[src/rtl/m_ext_pkg.sv]
`default_nettype none
// ============================================================================
// Module      : m_ext_pkg
// Description : Shared types and constants for the RV32M scheduler slice:
//               FSM state type, unit op-code widths/codes, funct3 constants
//               and funct3-to-op-code decode helpers.
// Revision    : 1.0 - initial release
// ============================================================================
package m_ext_pkg;

    typedef enum logic [1:0] {
        ST_IDLE     = 2'd0,
        ST_MUL_WAIT = 2'd1,
        ST_DIV_WAIT = 2'd2,
        ST_DONE     = 2'd3
    } m_ext_state_t;

    localparam int MUL_OP_WIDTH = 2;
    localparam int DIV_OP_WIDTH = 2;

    localparam logic [MUL_OP_WIDTH-1:0] MUL_OP_MUL    = 2'd0;
    localparam logic [MUL_OP_WIDTH-1:0] MUL_OP_MULH   = 2'd1;
    localparam logic [MUL_OP_WIDTH-1:0] MUL_OP_MULHSU = 2'd2;
    localparam logic [MUL_OP_WIDTH-1:0] MUL_OP_MULHU  = 2'd3;

    localparam logic [DIV_OP_WIDTH-1:0] DIV_OP_DIV  = 2'd0;
    localparam logic [DIV_OP_WIDTH-1:0] DIV_OP_DIVU = 2'd1;
    localparam logic [DIV_OP_WIDTH-1:0] DIV_OP_REM  = 2'd2;
    localparam logic [DIV_OP_WIDTH-1:0] DIV_OP_REMU = 2'd3;

    localparam logic [2:0] F3_MUL    = 3'b000;
    localparam logic [2:0] F3_MULH   = 3'b001;
    localparam logic [2:0] F3_MULHSU = 3'b010;
    localparam logic [2:0] F3_MULHU  = 3'b011;
    localparam logic [2:0] F3_DIV    = 3'b100;
    localparam logic [2:0] F3_DIVU   = 3'b101;
    localparam logic [2:0] F3_REM    = 3'b110;
    localparam logic [2:0] F3_REMU   = 3'b111;

    // funct3[2] selects the divider
    localparam int F3_DIV_SEL_BIT = 2;

    function automatic logic [MUL_OP_WIDTH-1:0] mul_op_decode(input logic [2:0] f3);
        logic [MUL_OP_WIDTH-1:0] op;
        case (f3)
            F3_MUL:    op = MUL_OP_MUL;
            F3_MULH:   op = MUL_OP_MULH;
            F3_MULHSU: op = MUL_OP_MULHSU;
            F3_MULHU:  op = MUL_OP_MULHU;
            default:   op = MUL_OP_MUL;
        endcase
        return op;
    endfunction

    function automatic logic [DIV_OP_WIDTH-1:0] div_op_decode(input logic [2:0] f3);
        logic [DIV_OP_WIDTH-1:0] op;
        case (f3)
            F3_DIV:  op = DIV_OP_DIV;
            F3_DIVU: op = DIV_OP_DIVU;
            F3_REM:  op = DIV_OP_REM;
            F3_REMU: op = DIV_OP_REMU;
            default: op = DIV_OP_DIV;
        endcase
        return op;
    endfunction

endpackage
`default_nettype wire

[src/rtl/m_ext_scheduler_if.sv]
`default_nettype none
// ============================================================================
// Module      : m_ext_scheduler_if
// Description : Request, multiplier, divider and result signals of the RV32M
//               scheduler. The slave modport is the scheduler's view; the
//               master modport is the view of the core FSM and the units.
// Revision    : 1.0 - initial release
// ============================================================================
interface m_ext_scheduler_if
    import m_ext_pkg::*;
#(
    parameter int XLEN = 32
);
    logic                    req_valid;
    logic                    req_ready;
    logic [2:0]              req_funct3;
    logic [XLEN-1:0]         req_rs1;
    logic [XLEN-1:0]         req_rs2;
    logic                    flush;
    logic                    mul_valid;
    logic [MUL_OP_WIDTH-1:0] MULop;
    logic                    mul_ready;
    logic [XLEN-1:0]         mul_result;
    logic                    div_valid;
    logic [DIV_OP_WIDTH-1:0] DIVop;
    logic                    div_ready;
    logic [XLEN-1:0]         div_result;
    logic [XLEN-1:0]         op_a;
    logic [XLEN-1:0]         op_b;
    logic                    done;
    logic [XLEN-1:0]         result;

    modport slave (
        input  req_valid, req_funct3, req_rs1, req_rs2, flush,
        input  mul_ready, mul_result, div_ready, div_result,
        output req_ready, mul_valid, MULop, div_valid, DIVop,
        output op_a, op_b, done, result
    );

    modport master (
        output req_valid, req_funct3, req_rs1, req_rs2, flush,
        output mul_ready, mul_result, div_ready, div_result,
        input  req_ready, mul_valid, MULop, div_valid, DIVop,
        input  op_a, op_b, done, result
    );

endinterface
`default_nettype wire

[src/rtl/m_ext_fastpath.sv]
`default_nettype none
// ============================================================================
// Module      : m_ext_fastpath
// Description : Combinational detector for RV32M division special cases
//               (divide by zero, signed overflow) and their architectural
//               results, so they can complete without the divider.
// Revision    : 1.0 - initial release
// ============================================================================
module m_ext_fastpath
    import m_ext_pkg::*;
#(
    parameter int XLEN = 32
) (
    input  wire logic [DIV_OP_WIDTH-1:0] div_op,
    input  wire logic [XLEN-1:0]         rs1,
    input  wire logic [XLEN-1:0]         rs2,
    output logic                         hit,
    output logic [XLEN-1:0]              value
);
    localparam logic [XLEN-1:0] C_MIN_NEG = {1'b1, {(XLEN-1){1'b0}}};

    logic w_is_rem;
    logic w_is_signed;
    logic w_div_zero;
    logic w_overflow;

    assign w_is_rem    = (div_op == DIV_OP_REM) || (div_op == DIV_OP_REMU);
    assign w_is_signed = (div_op == DIV_OP_DIV) || (div_op == DIV_OP_REM);
    assign w_div_zero  = (rs2 == '0);
    assign w_overflow  = w_is_signed && (rs1 == C_MIN_NEG) && (rs2 == '1);

    // Quotient of a zero divide is all ones, remainder is the dividend;
    // overflow quotient is the dividend itself, remainder is zero.
    always_comb begin
        hit   = w_div_zero || w_overflow;
        value = '0;
        if (w_div_zero) begin
            value = w_is_rem ? rs1 : '1;
        end else if (w_overflow) begin
            value = w_is_rem ? '0 : rs1;
        end
    end

endmodule
`default_nettype wire

[src/rtl/m_ext_scheduler.sv]
`default_nettype none
// ============================================================================
// Module      : m_ext_scheduler
// Description : Accepts one RV32M operation at a time, dispatches it to the
//               multiplier or divider, holds valid/op/operands until the unit
//               completes, and returns a registered result with a one-cycle
//               done strobe. Optional macro M_EXT_DIV_FASTPATH_EN lets
//               division special cases complete without the divider.
// Revision    : 1.0 - initial release
// ============================================================================
module m_ext_scheduler
    import m_ext_pkg::*;
#(
    parameter int XLEN = 32
) (
    input  wire logic           clk,
    input  wire logic           rst,
    m_ext_scheduler_if.slave    bus
);
    m_ext_state_t            r_state;
    logic                    r_req_ready;
    logic                    r_mul_valid;
    logic                    r_div_valid;
    logic                    r_done;
    logic [XLEN-1:0]         r_result;
    logic [XLEN-1:0]         r_op_a;
    logic [XLEN-1:0]         r_op_b;
    logic [MUL_OP_WIDTH-1:0] r_mul_op;
    logic [DIV_OP_WIDTH-1:0] r_div_op;

    logic [MUL_OP_WIDTH-1:0] w_mul_op;
    logic [DIV_OP_WIDTH-1:0] w_div_op;
    logic                    w_is_div;
    logic                    w_fast_hit;
    logic [XLEN-1:0]         w_fast_value;

    assign w_mul_op = mul_op_decode(bus.req_funct3);
    assign w_div_op = div_op_decode(bus.req_funct3);
    assign w_is_div = bus.req_funct3[F3_DIV_SEL_BIT];

`ifdef M_EXT_DIV_FASTPATH_EN
    m_ext_fastpath #(
        .XLEN (XLEN)
    ) u_fastpath (
        .div_op (w_div_op),
        .rs1    (bus.req_rs1),
        .rs2    (bus.req_rs2),
        .hit    (w_fast_hit),
        .value  (w_fast_value)
    );
`else
    assign w_fast_hit   = 1'b0;
    assign w_fast_value = '0;
`endif

    // Control FSM with all outputs registered; async reset drops unit valids at once
    always_ff @(posedge clk or posedge rst) begin
        if (rst) begin
            r_state     <= ST_IDLE;
            r_req_ready <= 1'b1;
            r_mul_valid <= 1'b0;
            r_div_valid <= 1'b0;
            r_done      <= 1'b0;
            r_result    <= '0;
            r_op_a      <= '0;
            r_op_b      <= '0;
            r_mul_op    <= '0;
            r_div_op    <= '0;
        end else begin
            r_done <= 1'b0;
            case (r_state)
                ST_IDLE: begin
                    // flush is irrelevant here: an accept in IDLE always proceeds
                    if (bus.req_valid) begin
                        r_op_a      <= bus.req_rs1;
                        r_op_b      <= bus.req_rs2;
                        r_req_ready <= 1'b0;
                        if (!w_is_div) begin
                            r_mul_op    <= w_mul_op;
                            r_mul_valid <= 1'b1;
                            r_state     <= ST_MUL_WAIT;
                        end else if (w_fast_hit) begin
                            r_div_op <= w_div_op;
                            r_result <= w_fast_value;
                            r_done   <= 1'b1;
                            r_state  <= ST_DONE;
                        end else begin
                            r_div_op    <= w_div_op;
                            r_div_valid <= 1'b1;
                            r_state     <= ST_DIV_WAIT;
                        end
                    end
                end
                ST_MUL_WAIT: begin
                    // flush takes priority over a simultaneous completion
                    if (bus.flush) begin
                        r_mul_valid <= 1'b0;
                        r_req_ready <= 1'b1;
                        r_state     <= ST_IDLE;
                    end else if (bus.mul_ready) begin
                        r_result    <= bus.mul_result;
                        r_mul_valid <= 1'b0;
                        r_done      <= 1'b1;
                        r_state     <= ST_DONE;
                    end
                end
                ST_DIV_WAIT: begin
                    if (bus.flush) begin
                        r_div_valid <= 1'b0;
                        r_req_ready <= 1'b1;
                        r_state     <= ST_IDLE;
                    end else if (bus.div_ready) begin
                        r_result    <= bus.div_result;
                        r_div_valid <= 1'b0;
                        r_done      <= 1'b1;
                        r_state     <= ST_DONE;
                    end
                end
                ST_DONE: begin
                    r_req_ready <= 1'b1;
                    r_state     <= ST_IDLE;
                end
                default: begin
                    r_mul_valid <= 1'b0;
                    r_div_valid <= 1'b0;
                    r_req_ready <= 1'b1;
                    r_state     <= ST_IDLE;
                end
            endcase
        end
    end

    assign bus.req_ready = r_req_ready;
    assign bus.mul_valid = r_mul_valid;
    assign bus.div_valid = r_div_valid;
    assign bus.MULop     = r_mul_op;
    assign bus.DIVop     = r_div_op;
    assign bus.op_a      = r_op_a;
    assign bus.op_b      = r_op_b;
    assign bus.done      = r_done;
    assign bus.result    = r_result;

endmodule
`default_nettype wire

[src/flat_wrapper.sv]
// flat-port wrapper written by rule: the top's interface ports become plain ports
module m_ext_scheduler_flat import m_ext_pkg::*;
#(
    parameter int XLEN = 32
)
  (clk, rst, bus_req_valid, bus_req_funct3, bus_req_rs1, bus_req_rs2, bus_flush, bus_mul_ready, bus_mul_result, bus_div_ready, bus_div_result, bus_req_ready, bus_mul_valid, bus_MULop, bus_div_valid, bus_DIVop, bus_op_a, bus_op_b, bus_done, bus_result);
  m_ext_scheduler_if #(.XLEN(XLEN)) bus_i ();
  input  wire logic clk;
  input  wire logic rst;
  input wire logic [$bits(bus_i.req_valid)-1:0] bus_req_valid;
  input wire logic [$bits(bus_i.req_funct3)-1:0] bus_req_funct3;
  input wire logic [$bits(bus_i.req_rs1)-1:0] bus_req_rs1;
  input wire logic [$bits(bus_i.req_rs2)-1:0] bus_req_rs2;
  input wire logic [$bits(bus_i.flush)-1:0] bus_flush;
  input wire logic [$bits(bus_i.mul_ready)-1:0] bus_mul_ready;
  input wire logic [$bits(bus_i.mul_result)-1:0] bus_mul_result;
  input wire logic [$bits(bus_i.div_ready)-1:0] bus_div_ready;
  input wire logic [$bits(bus_i.div_result)-1:0] bus_div_result;
  output wire logic [$bits(bus_i.req_ready)-1:0] bus_req_ready;
  output wire logic [$bits(bus_i.mul_valid)-1:0] bus_mul_valid;
  output wire logic [$bits(bus_i.MULop)-1:0] bus_MULop;
  output wire logic [$bits(bus_i.div_valid)-1:0] bus_div_valid;
  output wire logic [$bits(bus_i.DIVop)-1:0] bus_DIVop;
  output wire logic [$bits(bus_i.op_a)-1:0] bus_op_a;
  output wire logic [$bits(bus_i.op_b)-1:0] bus_op_b;
  output wire logic [$bits(bus_i.done)-1:0] bus_done;
  output wire logic [$bits(bus_i.result)-1:0] bus_result;
  assign bus_i.req_valid = bus_req_valid;
  assign bus_i.req_funct3 = bus_req_funct3;
  assign bus_i.req_rs1 = bus_req_rs1;
  assign bus_i.req_rs2 = bus_req_rs2;
  assign bus_i.flush = bus_flush;
  assign bus_i.mul_ready = bus_mul_ready;
  assign bus_i.mul_result = bus_mul_result;
  assign bus_i.div_ready = bus_div_ready;
  assign bus_i.div_result = bus_div_result;
  assign bus_req_ready = bus_i.req_ready;
  assign bus_mul_valid = bus_i.mul_valid;
  assign bus_MULop = bus_i.MULop;
  assign bus_div_valid = bus_i.div_valid;
  assign bus_DIVop = bus_i.DIVop;
  assign bus_op_a = bus_i.op_a;
  assign bus_op_b = bus_i.op_b;
  assign bus_done = bus_i.done;
  assign bus_result = bus_i.result;
  m_ext_scheduler #(.XLEN(XLEN)) u_core (.clk(clk), .rst(rst), .bus(bus_i));
endmodule
[config.mk]
export PLATFORM = sky130hd
export DESIGN_NAME = m_ext_scheduler_flat
export DESIGN_NICKNAME = d
export VERILOG_FILES = /design/src/rtl/m_ext_pkg.sv /design/src/rtl/m_ext_scheduler_if.sv /design/src/rtl/m_ext_fastpath.sv /design/src/rtl/m_ext_scheduler.sv /design/src/flat_wrapper.sv
export SDC_FILE = /design/constraint.sdc
export NUM_CORES = 1
export LEC_CHECK = 0
export BUFFER_PORTS_ARGS = -buffer_cell sky130_fd_sc_hd__buf_2
export CAP_MARGIN = 20
export CORE_MARGIN = 2
export CORE_UTILIZATION = 48
export DETAILED_ROUTE_END_ITERATION = 6
export PLACE_DENSITY = 0.87
export SLEW_MARGIN = 5
export SYNTH_ARGS = -nofsm -noshare
export SYNTH_HDL_FRONTEND = slang
export SYNTH_SLANG_ARGS = --single-unit
[constraint.sdc]
create_clock -name clk -period 6.4 [get_ports clk]
set_input_delay 0 -clock clk [delete_from_list [all_inputs] [get_ports clk]]
set_output_delay 0 -clock clk [all_outputs]
set_load 0.1 [all_outputs]
# --- Yosys cells after proc, flatten, opt, wreduce, memory -nomap -nowiden ---
# Index checks and enable logic that the tools add are counted.
classes:
  n_eq_ne: 19
  muxes: 32
  n_bitwise: 1
  n_reduce_logical: 13
ops:
  columns: ["operator", "count"]
  rows:
  - ["$mux W32", 4]
  - ["$pmux W32 S2", 1]
  - ["$mux W1", 14]
  - ["$ne A2 B2 Y1 const B", 7]
  - ["$mux W2", 6]
  - ["$pmux W2 S3", 2]
  - ["$eq A3 B3 Y1 const B", 3]
  - ["$reduce_and A3 Y1", 3]
  - ["$pmux W2 S4", 1]
  - ["$reduce_and A4 Y1", 2]
  - ["$eq A3 B2 Y1 const B", 2]
  - ["$ne A3 B3 Y1 const B", 2]
  - ["$pmux W1 S2", 3]
  - ["$reduce_bool A2 Y1", 3]
  - ["$reduce_and A5 Y1", 1]
  - ["$eq A2 B2 Y1 const B", 2]
  - ["$reduce_and A2 Y1", 2]
  - ["$eq A3 B1 Y1 const B", 1]
  - ["$pmux W1 S3", 1]
  - ["$eq A2 B1 Y1 const B", 1]
  - ["$logic_not A2 Y1", 1]
  - ["$ne A2 B1 Y1 const B", 1]
  - ["$reduce_or A2 Y1", 1]
  - ["$not A1 Y1", 1]
word_totals:
  reg_bits: 106
  inputBits: 137
  out_inout_bits: 104
  word_cells: 75

# --- Longest topological paths before layout ---
# Gate-level depths: netlist (run 1).
logic_depth:
  ltp_word: 4
  ltp_mapped: 8
  mapped_depth_nobuf: 6

# --- Least setup slack after synthesis (run 1) ---
# No wires, ideal clock.
synth_path:
  kind: "register -> register"
  from: "register u_core.r_state[0]"
  to: "register u_core.r_result[10], in the netlist u_core.bus.result[10]"
  setup_ns: 0.128
  arrival_time_ns: 1.747
  t_required_ns: 6.272
  slack_ns: 4.525
  stages_incl_launch_ff: 7
  path_buffers: 2
  period_less_slack_ns: 1.875
  cell_sequence: "dfrtp_1 -> inv_1 -> ha_1 -> buf_4 -> clkbuf_1 -> mux2_2 -> mux2_1"
synth_via:
  elab_chain_len: 3
  word_cells_on_any_way: 9
  cone_classes: "eq/ne: 6; mux: 1; reduce/logical: 2"
synth_lines:
  columns: ["item", "line", "source"]
  rows:
  - ["start: declaration", "m_ext_scheduler.sv:20", "m_ext_state_t r_state;"]
  - ["start signal: assignment", "m_ext_scheduler.sv:59", "r_state <= ST_IDLE;"]
  - ["start signal: assignment", "m_ext_scheduler.sv:81", "r_state <= ST_MUL_WAIT;"]
  - ["start signal: assignment", "m_ext_scheduler.sv:86", "r_state <= ST_DONE;"]
  - ["$eq A2 B2 Y1 or $eq A2 B1 Y1 (tied branches)", "m_ext_scheduler.sv:71", "case (r_state)"]
  - ["$ne A2 B2 Y1 (no line) or $reduce_bool A2 Y1 (tied branches)", null, null]
  - ["$reduce_and A5 Y1 (no line)", null, null]
  - ["end signal: assignment", "m_ext_scheduler.sv:84", "r_result <= w_fast_value;"]
  - ["end signal: assignment", "m_ext_scheduler.sv:101", "r_result <= bus.mul_result;"]
  - ["end signal: assignment", "m_ext_scheduler.sv:113", "r_result <= bus.div_result;"]
  - ["end: declaration", "m_ext_scheduler.sv:25", "logic [XLEN-1:0] r_result;"]
# Parallel ways exist; a longest one is shown, timed or not.
# A chain may end at the register's enable or synchronous reset.

# --- Final worst setup path (run 1) ---
layout_path:
  from: "register u_core.r_state[0]"
  to: "register u_core.r_result[13], in the netlist u_core.bus.result[13]"
# The elaborated chain is that of the path after synthesis.

==> qor.yml, run 1 <==
status: "complete, no violations"
tns_ns: 0
reg2reg_depth: 6
dieArea_um2: 10200
seq_area_frac_synth_pct: 58.77
core_area_um2: 9196
detail_route.vias_per_cell: 5.025
r2r_slack_ns: 3.74
cts_buffers: 9
globalRouteTotalUtil_pct: 26.91
fin_skew_ns: 0.01562
hp-start: "bus_div_result[14]"
ctsHoldBuffers: 119
final_cell_mix: "buf_2, dlygate4sd3_1, mux2_2, dfrtp_1, mux2_1"
synth_edf_count: 0
cts_resized: 0
grt_pass1_wl_um: 20780
start_kind: "flip-flop"
cp_max_fo: 37
synth_warnings: 0
via_count: 3864
final.min_clock_period_ns: 2.658
r2r-start: "u_core.r_state[0]"
setup_viol: 0
cp.required_ns: 6.64
core.rowCount: 35
cts_setup_buffers: 0
final.period_utilization_pct: 41.54
slew-limit-headroom_pct: 28.50
placed_cell_area_um2: 5788
drtAntennaViolNets: 0
synth_area_per_cell_um2: 15.36
wl_per_cell_um: 18.11
wl_um: 13930
overflow: 0
clkLatencyLatePin_ns: 0.37
die_x_um: 101.0
final_nets: 794
grt_pass1_vias: 4269
slew_viol_final: 0
yosysTopAreaCell: "dfrtp_1"
grt_max_degree: 58
layout-drive-gt1-share_pct: 56.62
drcViolationCount: 0
final_common_cell: "buf_2"
hold_path.class: "in -> reg"
gp_congestion: 0.7876
synth-main-ff-cell: "dfrtp_1"
synth_nets: 436
cts.sink_count: 106
synth_cells: 294
path_class: "reg -> reg"
rsz0062_at_grt: "false"
synth_async_sr_flop_share_pct: 100.0
worst_ep_arrival_time_ns: 2.89
synth_cell_type_count: 25
htreeDepth: 3
cap_violations: 0
io_pins: 241
ys_ff_latch: 106
min_path_cells: 3
antenna_found_initial: 0
end_kind: "flip-flop"
worst_slew_pin_slew_ns: 1.073
nFillCells: 526
min_to: "u_core.bus.result[14]"
io_buffers: 240
netlist_area_um2: 4516
hpwl_um: 7917
clock_path_buffers: 2
area_growth_pct: 58.83
final_hold_viol_count: 0
initial_core_util_pct: 49.10
fin_area_um2: 7172
cts_tree: "yes"
fp.dieH_um: 101.0
first_pass_iters: 4
clk_pin_slew_worst_paths_ns: 0.09
regToRegEndpoint: "u_core.bus.result[13]"
cts_root_buffer: "clkbuf_8"
netlist.area_leader.share_pct: 58.19
max_freq_mhz: 376.2
synthTopCellsByArea: "dfrtp_1, mux2_2, mux2_1, ha_1, buf_2"
drtIter0Drc: 73
stage by stage:
| stage | worst slack (ns) | hold slack [ns] | instances | util [%] |
|---|---|---|---|---|
| finish | 3.742 | 0.01786 | 769 | 77.99 |
| global route | 3.620 | 0.005430 | 768 | 77.96 |
| CTS | 3.761 | 0.0002093 | 768 | 77.96 |
| detailed placement | 3.792 | 0.1241 | 633 | 62.94 |
| global placement | 3.905 | 0.1162 | 633 | 62.94 |
| floorplan | 3.613 | 0.1505 | 294 | - |
how the worst max path moves through the flow:
stage                                  endpoint         startpoint  cells past startpoint  slack [ns]
final                     u_core.bus.result[13]  u_core.r_state[0]                      6        3.74
after global routing      u_core.bus.result[13]  u_core.r_state[0]                      6        3.62
after CTS                 u_core.bus.result[13]  u_core.r_state[0]                      6        3.76
after detailed placement  u_core.bus.result[13]  u_core.r_state[0]                      6        3.79
after global placement     u_core.bus.result[7]  u_core.r_state[0]                      6        3.91
after floorplan             u_core.bus.DIVop[0]                rst                      1        3.61
flip-flops by register name (all words and copies together), names as in the netlist:
register / flops
u_core.r_state: 2
u_core.bus.mul_valid: 1
u_core.bus.req_ready: 1
u_core.bus.result: 32
u_core.bus.op_a: 32
u_core.bus.op_b: 32
u_core.bus.DIVop: 2
u_core.bus.MULop: 2
u_core.bus.div_valid: 1
u_core.bus.done: 1
logic make-up (layout without fill, tap and decap cells):
kind of cell    count (synthesis)  count (layout)  share of synthesized area [%]
compound gates                 13              13                          2.189
fa+ha+maj                       5               5                          1.385
buf+inv                        22             385                          2.688
flops                         106             106                          58.77
mux                           135             135                          33.58
other cells                     0               1                              0
simple gates                   13              13                          1.385
worst max-delay path, stage by stage (launching register included):
cell and delay (ns):
dfrtp_1 0.40, inv_1 0.11, ha_1 0.21, buf_4 0.27, nor2b_2 0.24, a31oi_4 0.86, mux2_2 0.43
cells in the mapped netlist (3+ instances only):
library cell,instances
inv_1,7
a21oi_1,4
mux2_2,108
mux2_1,24
dfrtp_1,105
mux2i_1,3
ha_1,5
buf_2,10
buf_6,3
nor2_1,5
nand2_1,3
cell type report:
class                   count  area [um^2]  area share (%)
multi-input cells         166         1743           24.30
flip-flops and latches    106         2654           37.00
well taps                 111        138.9           1.936
repair buffers            362         2415           33.67
clock inverters             4        35.03          0.4885
inverters                   7        28.78          0.4013
diodes                      1        2.502         0.03489
clock buffers              12        155.1           2.163
per-layer routing:
metal,vias to the layer above,track usage [%],part of all wire [%]
met4,0,15.49,4.9
met3,60,7.004,6.5
met5,-,0,0
met2,198,49.74,53
met1,1853,27.10,36
li1,1753,-,-
Power of run 1 is left out: the tool's default activity adds up to more than one toggle a clock period on the data nets, which glitch-free logic cannot reach.
==> run 2: changes to the inputs <==
--- a/config.mk
+++ b/config.mk
@@ -8,9 +8,9 @@
 export BUFFER_PORTS_ARGS = -buffer_cell sky130_fd_sc_hd__buf_2
 export CAP_MARGIN = 20
 export CORE_MARGIN = 2
-export CORE_UTILIZATION = 48
+export CORE_UTILIZATION = 41
 export DETAILED_ROUTE_END_ITERATION = 6
-export PLACE_DENSITY = 0.87
+export PLACE_DENSITY = 0.79
 export SLEW_MARGIN = 5
 export SYNTH_ARGS = -nofsm -noshare
 export SYNTH_HDL_FRONTEND = slang
==> constraint.sdc (replaced) <==
create_clock -name clk -period 2.16 [get_ports clk]
set_input_delay 0 -clock clk [delete_from_list [all_inputs] [get_ports clk]]
set_output_delay 0 -clock clk [all_outputs]
set_load 0.1 [all_outputs]
==> qor.yml, run 2 (same netlist as run 1, synthesis figures left out) <==
cts_tree: "yes"
regArea_um2: 2654
core.rowCount: 38
grt_pass1_wl_um: 20440
max_freq_mhz: 508.1
layout-drive-gt1-share_pct: 55.49
via_count: 3926
slew_viol_final: 0
final_common_cell: "buf_2"
final.min_clock_period_ns: 1.968
cts_root_buffer: "clkbuf_8"
grt_pass1_vias: 4308
worst_ep_arrival_time_ns: 2.27
cap_violations: 0
path_class: "reg -> reg"
end_kind: "flip-flop"
worst_slew_pin_slew_ns: 0.5438
clkLatencyLatePin_ns: 0.36
placed_cell_area_um2: 5891
final.period_utilization_pct: 91.11
clk_pin_slew_worst_paths_ns: 0.10
status: "complete, no violations"
io_pins: 241
hpwl_um: 7793
cts_buffers: 9
die_x_um: 108.9
htreeDepth: 3
final_hold_viol_count: 0
cp_max_fo: 33
dieArea_um2: 11870
cts_resized: 0
tns_ns: 0
grt_max_degree: 103
drtAntennaViolNets: 0
hold_path.class: "in -> reg"
area_growth_pct: 65.23
globalRouteTotalUtil_pct: 22.62
drtIter0Drc: 139
antenna_found_initial: 0
wl_per_cell_um: 16.91
fin_skew_ns: 0.005396
ctsHoldBuffers: 134
antenna_cells: 0
overflow: 0
final_cell_mix: "buf_2, dlygate4sd3_1, mux2_2, dfrtp_1, mux2_1"
start_kind: "flip-flop"
drcViolationCount: 0
fp.dieH_um: 108.9
final_nets: 811
gp_congestion: 0.8293
cts_setup_buffers: 0
cts.sink_count: 106
fin_area_um2: 7461
rsz0062_at_grt: "false"
detail_route.vias_per_cell: 4.823
cp.required_ns: 2.46
core_area_um2: 10790
setup_viol: 0
initial_core_util_pct: 41.84
final_util_pct: 69.13
clock_path_buffers: 2
nFillCells: 719
first_pass_iters: 4
multi_input_area_um2: 1743
io_buffers: 240
wl_um: 13770
slew-limit-headroom_pct: 63.75
-- run 2: area by class of cell --
| type | instances | share of cell area (%) |
|---|---|---|
| clock inverters | 4 | 0.9894 |
| well taps | 140 | 2.348 |
| clock buffers | 12 | 2.079 |
| flip-flops and latches | 106 | 35.57 |
| repair buffers | 379 | 35.25 |
| inverters | 7 | 0.4025 |
| multi-input cells | 166 | 23.36 |
-- run 2: path summary, 6_finish.rpt --
check                      depth (start not counted)               endpoint                   from  slack, ns
setup / recovery                                   6        u_core.bus.done      u_core.r_state[0]       0.19
hold / removal                                     3   u_core.bus.mul_valid              bus_flush       0.06
setup reg to reg                                   6        u_core.bus.done      u_core.r_state[0]       0.19
hold reg to reg                                    1  u_core.bus.result[22]  u_core.bus.result[22]       0.50
max in group asynchronous                          4   u_core.bus.req_ready                    rst       1.30
min in group asynchronous                          3    u_core.bus.DIVop[0]                    rst       0.10
-- run 2: critical path: stages, from the launching register on --
cell,delay (ns)
dfrtp_1,0.42
inv_1,0.15
ha_1,0.32
buf_12,0.25
a22oi_1,0.11
dlygate4sd3_1,0.56
nor2_1,0.08
-- run 2: per-layer routing --
| layer | share of wire, % | vias to the layer above | wire [um] | track usage (%) |
|---|---|---|---|---|
| met5 | 0 | - | 0 | 0 |
| met4 | 2.0 | 0 | 270 | 7.326 |
| met3 | 9.1 | 25 | 1253 | 6.396 |
| met2 | 54 | 182 | 7378 | 43.70 |
| met1 | 35 | 1924 | 4863 | 23.16 |
| li1 | - | 1795 | - | - |
-- run 2: per-stage QoR --
stage / instances / setup WS, ns / hold WS, ns
6_report: 814 / 0.1920 / 0.05777
5_1_grt: 814 / 0.07313 / 0.03681
4_1_cts: 814 / 0.1970 / 0.01642
3_5_place_dp: 664 / 0.2708 / -0.08943
3_3_place_gp: 664 / 0.3534 / -0.09503
2_1_floorplan: 294 / 0.2851 / 0.1505
Power of run 2 is left out for the same reason.
==> run 3: changes to the inputs <==
--- a/config.mk
+++ b/config.mk
@@ -5,12 +5,14 @@
 export SDC_FILE = /design/constraint.sdc
 export NUM_CORES = 1
 export LEC_CHECK = 0
+export ABC_AREA = 1
 export BUFFER_PORTS_ARGS = -buffer_cell sky130_fd_sc_hd__buf_2
 export CAP_MARGIN = 20
 export CORE_MARGIN = 2
-export CORE_UTILIZATION = 41
+export CORE_UTILIZATION = 46
+export CTS_CLUSTER_DIAMETER = 50
 export DETAILED_ROUTE_END_ITERATION = 6
-export PLACE_DENSITY = 0.79
+export PLACE_DENSITY = 0.83
 export SLEW_MARGIN = 5
 export SYNTH_ARGS = -nofsm -noshare
 export SYNTH_HDL_FRONTEND = slang
==> constraint.sdc (replaced) <==
create_clock -name clk -period 2 [get_ports clk]
set_input_delay 0 -clock clk [delete_from_list [all_inputs] [get_ports clk]]
set_output_delay 0 -clock clk [all_outputs]
set_load 0.1 [all_outputs]
==> qor.yml, run 3 <==
status: "complete, no violations"
start_kind: "flip-flop"
grt_max_degree: 107
first_pass_iters: 5
hp-start: "bus_mul_result[26]"
antenna_cells: 0
fin_ws_ns: 0.2282
fp.dieH_um: 105.1
cts.sink_count: 106
cp_cell_sequence: "inv_1 > ha_1 > inv_2 > nor2_1 > nor2_1 > nand3_2 > buf_4 > nand2_1 > nand2_1"
synth_nets: 742
synthTopCellsByArea: "dfrtp_1, nand2_1, nand3_1, buf_2, buf_6"
antenna_found_initial: 0
hpwl_um: 8801
final_cell_mix: "nand2_1, buf_2, dlygate4sd3_1, dfrtp_1, nand3_1"
die_x_um: 105.1
r2r-start: "u_core.r_state[0]"
gp_congestion: 0.8053
setup_viol: 0
synth_cells: 600
layout-drive-gt1-share_pct: 28.22
clk_pin_slew_worst_paths_ns: 0.09
slew_viol_final: 0
core.rowCount: 36
tns_ns: 0
final_common_cell: "nand2_1"
cap_violations: 0
synth_async_sr_flop_share_pct: 100.0
slowest_stage: "dfrtp_1"
final.period_utilization_pct: 88.59
final_cells: 1097
synth_cell_type_count: 19
cts_tree: "yes"
wl_um: 17330
netlist.area_leader.share_pct: 55.85
drcViolationCount: 0
dp_cells: 951
worst_slew_pin_slew_ns: 0.5597
drtIter0Drc: 445
worst_ep_arrival_time_ns: 2.05
cp_top_family: "buffers and inverters"
end_kind: "flip-flop"
ys_ff_latch: 106
core_area_um2: 9864
yosysTopAreaCell: "dfrtp_1"
synth_edf_count: 0
worstSetupStartpoint: "u_core.r_state[0]"
drtAntennaViolNets: 0
dieArea_um2: 11050
initial_core_util_pct: 47.69
seq_area_frac_synth_pct: 56.41
final_nets: 1101
clock_path_buffers: 2
netlist_area_um2: 4705
yosysMostFrequentCell: "nand2_1"
io_pins: 241
cp.required_ns: 2.28
synth-main-ff-cell: "dfrtp_1"
slew-limit-headroom_pct: 62.69
final_hold_viol_count: 0
synth_area_per_cell_um2: 7.841
area_growth_pct: 58.75
htreeDepth: 3
overflow: 0
grt_pass1_vias: 5552
cpPeakStageDelay_ns: 0.42
cts_setup_buffers: 0
max_freq_mhz: 564.4
rsz0062_at_grt: "false"
nFillCells: 622
fin_skew_ns: 0.01339
clkLatencyLatePin_ns: 0.35
hold_path.class: "in -> reg"
cp_max_fo: 32
synth_warnings: 0
detail_route.vias_per_cell: 4.961
yosys-top-cells-count: "nand2_1, dfrtp_1, nand3_1"
globalRouteTotalUtil_pct: 31.52
io_buffers: 240
grt_pass1_wl_um: 27670
via_count: 5442
final.min_clock_period_ns: 1.772
path_class: "reg -> reg"
cts_buffers: 9
place_ws_ns: 0.3111
cp_num_buf_inv: 3
cts_root_buffer: "clkbuf_8"
wl_per_cell_um: 15.80
==> run 3: cell count changes in the layout (fill, tap and decap cells not counted), sizes merged, moves of 4 or more <==
cell and delta:
dlygate4sd3 -4, inv +13, mux2 -132, nand2 +385, nand3 +36, o21ai +6
==> run 3: kinds of logic after synthesis <==
kind of cell	share of synthesized area, %
and+or+nand+nor	35.85
DFF	56.41
adders and majority gates	1.330
buffers and inverters	5.372
AOI/OAI and AO/OA	1.037
==> run 3: repair_timing <==
action                                 4_1_cts  5_1_grt
endpoints found under the hold margin      205        0
hold buffers                               130        0
resized for setup                            0        0
==> run 3: through the flow <==
step / area (um^2) / hold WS [ns] / util (%)
after floorplan: 4708 / 0.1096 / -
after global placement: 5991 / 0.1939 / 60.73
after detailed placement: 5991 / 0.1992 / 60.73
after CTS: 7468 / 0.006915 / 75.71
after global routing: 7468 / 0.02596 / 75.71
final: 7468 / 0.02331 / 75.71
==> run 3: worst min-delay path, stage by stage <==
cell,delay [ns]
buf_2,0.10
nand2_1,0.05
nand2_1,0.05
nand3_1,0.07
nand2_1,0.07
==> run 3: per-layer routing <==
layer	track usage (%)	wire [um]
met5	0	0
met4	13.90	592
met3	9.357	1696
met2	52.64	8414
met1	37.70	6625
==> run 3: final cells by class <==
| cell class | count | area (um^2) | area share, % |
|---|---|---|---|
| tap | 133 | 166.4 | 2.228 |
| timing repair buffer | 378 | 2600 | 34.81 |
| clock inverter | 6 | 48.80 | 0.6534 |
| sequential | 106 | 2654 | 35.53 |
| multi-input combinational | 446 | 1800 | 24.11 |
| inverter | 18 | 71.32 | 0.9549 |
| clock buffer | 10 | 127.6 | 1.709 |
==> run 3: worst paths after layout <==
check | end | slack [ns] | cells after the start
worst max-delay path | u_core.bus.result[6] | 0.23 | 9
worst min-delay path | u_core.bus.result[26] | 0.02 | 5
worst max register to register | u_core.bus.result[6] | 0.23 | 9
worst min register to register | u_core.bus.op_b[30] | 0.48 | 2
max in group asynchronous | u_core.bus.op_b[26] | 1.20 | 4
min in group asynchronous | u_core.bus.op_a[10] | 0.34 | 4
Power of run 3 is left out for the same reason.
